[config.mk]
export PLATFORM = sky130hd
export DESIGN_NAME = ifetch_unit
export DESIGN_NICKNAME = d
export VERILOG_FILES = /design/src/rtl/rv32_pkg.sv /design/src/rtl/if_id_skid.sv /design/src/rtl/ifetch_unit.sv
export SDC_FILE = /design/constraint.sdc
export NUM_CORES = 1
export LEC_CHECK = 0
export ABC_CLOCK_PERIOD_IN_PS = 8950
export CAP_MARGIN = 20
export CORE_MARGIN = 2
export CORE_UTILIZATION = 47
export DETAILED_ROUTE_END_ITERATION = 16
export GPL_TIMING_DRIVEN = 0
export PLACE_DENSITY = 0.77
export SYNTH_ARGS = -nofsm -noshare
export SYNTH_HDL_FRONTEND = slang
export SYNTH_SLANG_ARGS = --single-unit
[constraint.sdc]
create_clock -name clk -period 8.95 [get_ports clk]
set_input_delay 1.79 -clock clk [delete_from_list [all_inputs] [get_ports clk]]
set_output_delay 1.79 -clock clk [all_outputs]
set_load 0.03 [all_outputs]
[src/rtl/rv32_pkg.sv]
// Shared RV32 front-end types and constants: bubble encoding, reset PC, fetch FSM states.
package rv32_pkg;

  localparam int          XLEN             = 32;
  localparam logic [31:0] NOP_INSTR        = 32'h0000_0013;
  localparam logic [31:0] RESET_PC_DEFAULT = 32'h0000_0000;

  typedef enum logic [1:0] {
    ST_ISSUE,
    ST_WAIT,
    ST_FULL,
    ST_DROP
  } fetch_state_t;

  typedef struct packed {
    logic [XLEN-1:0] instr;
    logic [XLEN-1:0] pc;
    logic [XLEN-1:0] pc_plus4;
  } ifid_t;

endpackage

[src/rtl/if_id_skid.sv]
// One-entry holding register for a fetched instruction that arrived while ID was stalled.
// Latency: load visible next cycle. Flush wins over load; drain empties the entry.
module if_id_skid (
  input  logic          clk,
  input  logic          reset,
  input  logic          load,
  input  logic          flush,
  input  logic          drain,
  input  rv32_pkg::ifid_t in_dat,
  output rv32_pkg::ifid_t out_dat,
  output logic          vld
);

  always_ff @(posedge clk) begin
    if (reset || flush) begin
      vld <= 1'b0;
    end else if (load) begin
      vld     <= 1'b1;
      out_dat <= in_dat;
    end else if (drain) begin
      vld <= 1'b0;
    end
  end

endmodule

[src/rtl/ifetch_unit.sv]
// Instruction fetch with IF/ID register: single outstanding imem request, one-entry skid
// while ID stalls, EX redirects flush IF/ID and discard any in-flight response.
module ifetch_unit #(
  parameter logic [31:0] RESET_PC  = rv32_pkg::RESET_PC_DEFAULT,
  parameter logic [31:0] NOP_INSTR = rv32_pkg::NOP_INSTR
) (
  input  logic        clk,
  input  logic        reset,
  output logic        imem_req,
  output logic [31:0] imem_addr,
  input  logic [31:0] imem_rdata,
  input  logic        imem_rvalid,
  input  logic        stall,
  input  logic        redirect_valid,
  input  logic [31:0] redirect_target,
  output logic [31:0] id_instruction,
  output logic [31:0] id_pc,
  output logic [31:0] id_pc_plus4,
  output logic        id_valid
);
  import rv32_pkg::*;

  fetch_state_t state;
  logic [31:0]  pc;
  logic [31:0]  pc_plus4;
  logic [31:0]  redirect_pc;
  logic         accept;
  logic         to_id;
  logic         skid_load;
  logic         skid_drain;
  logic         skid_vld;
  ifid_t        skid_in;
  ifid_t        skid_out;

  assign pc_plus4    = pc + 32'd4;
  assign redirect_pc = {redirect_target[31:2], 2'b00};

  // A response is only ours in WAIT; anything seen in ISSUE/FULL is stale and ignored.
  assign accept     = (state == ST_WAIT) && imem_rvalid && !redirect_valid;
  assign to_id      = accept && (!stall || !id_valid);
  assign skid_load  = accept && stall && id_valid;
  assign skid_drain = (state == ST_FULL) && !stall && !redirect_valid;
  assign skid_in    = '{instr: imem_rdata, pc: pc, pc_plus4: pc_plus4};

  assign imem_req  = (state == ST_ISSUE) && !redirect_valid && !reset;
  assign imem_addr = pc;

  if_id_skid u_skid (
    .clk     (clk),
    .reset   (reset),
    .load    (skid_load),
    .flush   (redirect_valid),
    .drain   (skid_drain),
    .in_dat  (skid_in),
    .out_dat (skid_out),
    .vld     (skid_vld)
  );

  always_ff @(posedge clk) begin
    if (reset) begin
      state          <= ST_ISSUE;
      pc             <= RESET_PC;
      id_valid       <= 1'b0;
      id_instruction <= NOP_INSTR;
      id_pc          <= 32'h0000_0000;
      id_pc_plus4    <= 32'h0000_0004;
    end else begin
      if (redirect_valid) begin
        id_valid       <= 1'b0;
        id_instruction <= NOP_INSTR;
      end else if (to_id) begin
        id_valid       <= 1'b1;
        id_instruction <= imem_rdata;
        id_pc          <= pc;
        id_pc_plus4    <= pc_plus4;
      end else if (skid_drain && skid_vld) begin
        id_valid       <= 1'b1;
        id_instruction <= skid_out.instr;
        id_pc          <= skid_out.pc;
        id_pc_plus4    <= skid_out.pc_plus4;
      end else if (!stall) begin
        id_valid       <= 1'b0;
        id_instruction <= NOP_INSTR;
      end

      if (redirect_valid) begin
        pc <= redirect_pc;
        // An outstanding request stays owed unless its response lands this very cycle.
        case (state)
          ST_WAIT, ST_DROP: state <= imem_rvalid ? ST_ISSUE : ST_DROP;
          default:          state <= ST_ISSUE;
        endcase
      end else begin
        case (state)
          ST_ISSUE: state <= ST_WAIT;
          ST_WAIT: begin
            if (imem_rvalid) begin
              pc    <= pc_plus4;
              state <= to_id ? ST_ISSUE : ST_FULL;
            end
          end
          ST_FULL: if (!stall) state <= ST_ISSUE;
          ST_DROP: if (imem_rvalid) state <= ST_ISSUE;
          default: state <= ST_ISSUE;
        endcase
      end
    end
  end

endmodule
==> flow_summary.toml <==
[drt]
drc = 0
wl_per_cell_um = 21.7
drtIter0Drc = 937
drt_wl_total_um = 32800
first_pass_iters = 5
num_vias = 9113
ant_nets = 0
vias_per_cell = 6.04

[global_route]
grt_pass1_wl_um = 49400
grt_start_max_net_pins = 20
antenna_found_initial = 0
grt_pass1_vias = 8741
overflow = 0
grt_usage = 0.287

[clocking]
postCtsHoldBufs = 0
cts_setup_buffers = 0
cts.sinks = 218
htreeDepth = 1
cts_root_buffer = "clkbuf_16"
cts-resized-gates = 0
cts_tree = "built"
clk_path_buf_depth = 3
clk_latency_ns = 0.52
clkTransAtPathRegs_ns = 0.06
cts_made_buffers = 23

[setup_path]
r2r_slack_ns = 6.13
r2r_end = "u_skid.out_dat[51]$_DFFE_PP_"
end_kind = "output port"
cp.arrival_ns = 3.80
cp_data_required_time_ns = 7.16
rr_worst_depth = 7
start_kind = "input pin"
r2r-start = "state[0]$_SDFFE_PP0P_"
crit_type = "input pin to output port"
crit_fanout = 10

[floorplan]
core_um2 = 20800
die_area_um2 = 22200
start_util = 0.475
die_h_um = 149
rows = 53
io_pins = 199
die_w_um = 149

[yosys]
synthFlopType = "dfxtp_1"
syn_inst = 995
async_flop_share = 0
synth.avg_cell_area_um2 = 9.94
synth-seq-area-share = 0.534
synth-edff-count = 92
netlist-cell-type-count = 63
ys_ff_latch = 218
yosysWarnings = 0
synthesis.area_um2 = 9890

[power_and_ir_drop]
peakVddDrop_v = 0.000126
p_leak_nw = 4.67
cellPowerDensity_nw_per_um2 = 182

[layout]
synthToLayoutAreaGrowth_pct = 31.9
final_nets = 1289
final_common_cell = "clkdlybuf4s50_1"
most-common-layout-cells = "clkdlybuf4s50_1, dfxtp_1, nand2_1"
fillerInstances = 1736
regArea_um2 = 5290
diodes = 0
drive_gt1_frac = 0.0834
multi_input_area_um2 = 4050

[timing]
slew_headroom = 0.439
hold_violations = 0
tightest_slew_ns = 0.839
holdWs_ns = 0.463
clock_skew_ns = 0.0175
finalSetupTns_ns = 0
drv_slew = 0
max_clock_freq_ghz = 0.179
fin_crit_ns = 5.59
period_share = 0.624
rsz0062_at_grt = "no"
setup_viol = 0

[min_path]
hold_class = "register to register"
min_to = "u_skid.out_dat[47]$_DFFE_PP_"
whs_path_depth = 0
hold_start = "imem_addr[15]$_SDFFE_PP0P_"

[place]
place_congestion = 0.994
io_buffers = 188
hpwl_um = 23000

[run]
drv_cap = 0

[outcome]
status = "complete, no violations"
per-layer routing:
metal,track usage,up-vias,share of wire
met4,0.0948,0,0.027
met5,0,-,0
met1,0.395,4417,0.41
li1,-,4156,-
met3,0.0459,63,0.089
met2,0.464,477,0.47
cell families (layout without fill, tap and decap cells):
logic type | after synthesis | in the layout | synth area share
buffers and inverters | 128 | 363 | 0.0593
DFF | 218 | 218 | 0.534
xor gates and xnor gates | 36 | 36 | 0.0319
other | 1 | 6 | 0.000379
adders and majority gates | 1 | 1 | 0.00126
AOI/OAI and AO/OA | 200 | 200 | 0.152
and+or+nand+nor | 411 | 411 | 0.221
flip-flops by register name, indices dropped and copies added (netlist names):
signal          count
u_skid.vld          1
id_valid            1
id_instruction     32
id_pc              30
id_pc_plus4        30
u_skid.out_dat     92
imem_addr          30
state               2
layout make-up:
cell class,count,area share
repair buffers,194,0.153
flip-flops and latches,218,0.405
well taps,275,0.0264
clock inverters,10,0.0124
plain buffers,109,0.0395
clock buffers,31,0.0479
inverters,19,0.00546
multi-input cells,654,0.310
worst max path at each step:
stage / startpoint / slack [ns] / to / depth (start not counted)
2_1_floorplan: redirect_valid / 2.48 / u_skid.out_dat[10]$_DFFE_PP_ / 4
3_3_place_gp: imem_rvalid / -0.23 / u_skid.out_dat[51]$_DFFE_PP_ / 4
3_5_place_dp: redirect_valid / 3.40 / imem_req / 6
4_1_cts: redirect_valid / 3.39 / imem_req / 6
5_1_grt: redirect_valid / 3.21 / imem_req / 6
6_report: redirect_valid / 3.36 / imem_req / 6
synthesized netlist by cell type, drive strengths merged, types with 14 or more instances:
master,count,area (um^2)
nor3b,29,218
a311oi,43,377
o21ai,14,70.1
inv,18,67.6
nor2,97,364
edfxtp,92,2760
clkbuf,56,211
nor3,26,130
and3,36,225
nand4,20,176
nand2,105,394
a211oi,54,405
xnor2,31,272
dfxtp,126,2520
a21oi,37,185
nand3,22,120
nor4,43,312
buf,53,304
critical path, stage by stage:
cell and delay [ns]:
clkbuf_1 0.33, or2_2 0.19, clkbuf_1 0.30, clkbuf_1 0.46, nor3_1 0.09, clkdlybuf4s50_1 0.64
report_power, final:
group          switching (mW)  internal, mW  leakage, nW  total [mW]
clock                   0.400         0.607        0.376        1.01
combinational           0.172         0.118         2.42       0.291
sequential             0.0218          1.06         1.88        1.08
metrics by stage:
step	cell area (um^2)	setup slack (ns)	instances	total power [mW]	util
final	13100	3.36	1510	2.38	0.627
after global routing	13100	3.21	1510	2.44	0.627
after CTS	13100	3.39	1510	2.38	0.627
after detailed placement	12300	3.40	1469	1.39	0.589
after global placement	12100	-0.228	1463	1.39	0.583
after floorplan	9920	2.48	1000	1.26	-
Note: power is estimated with default switching activity, not from simulation.
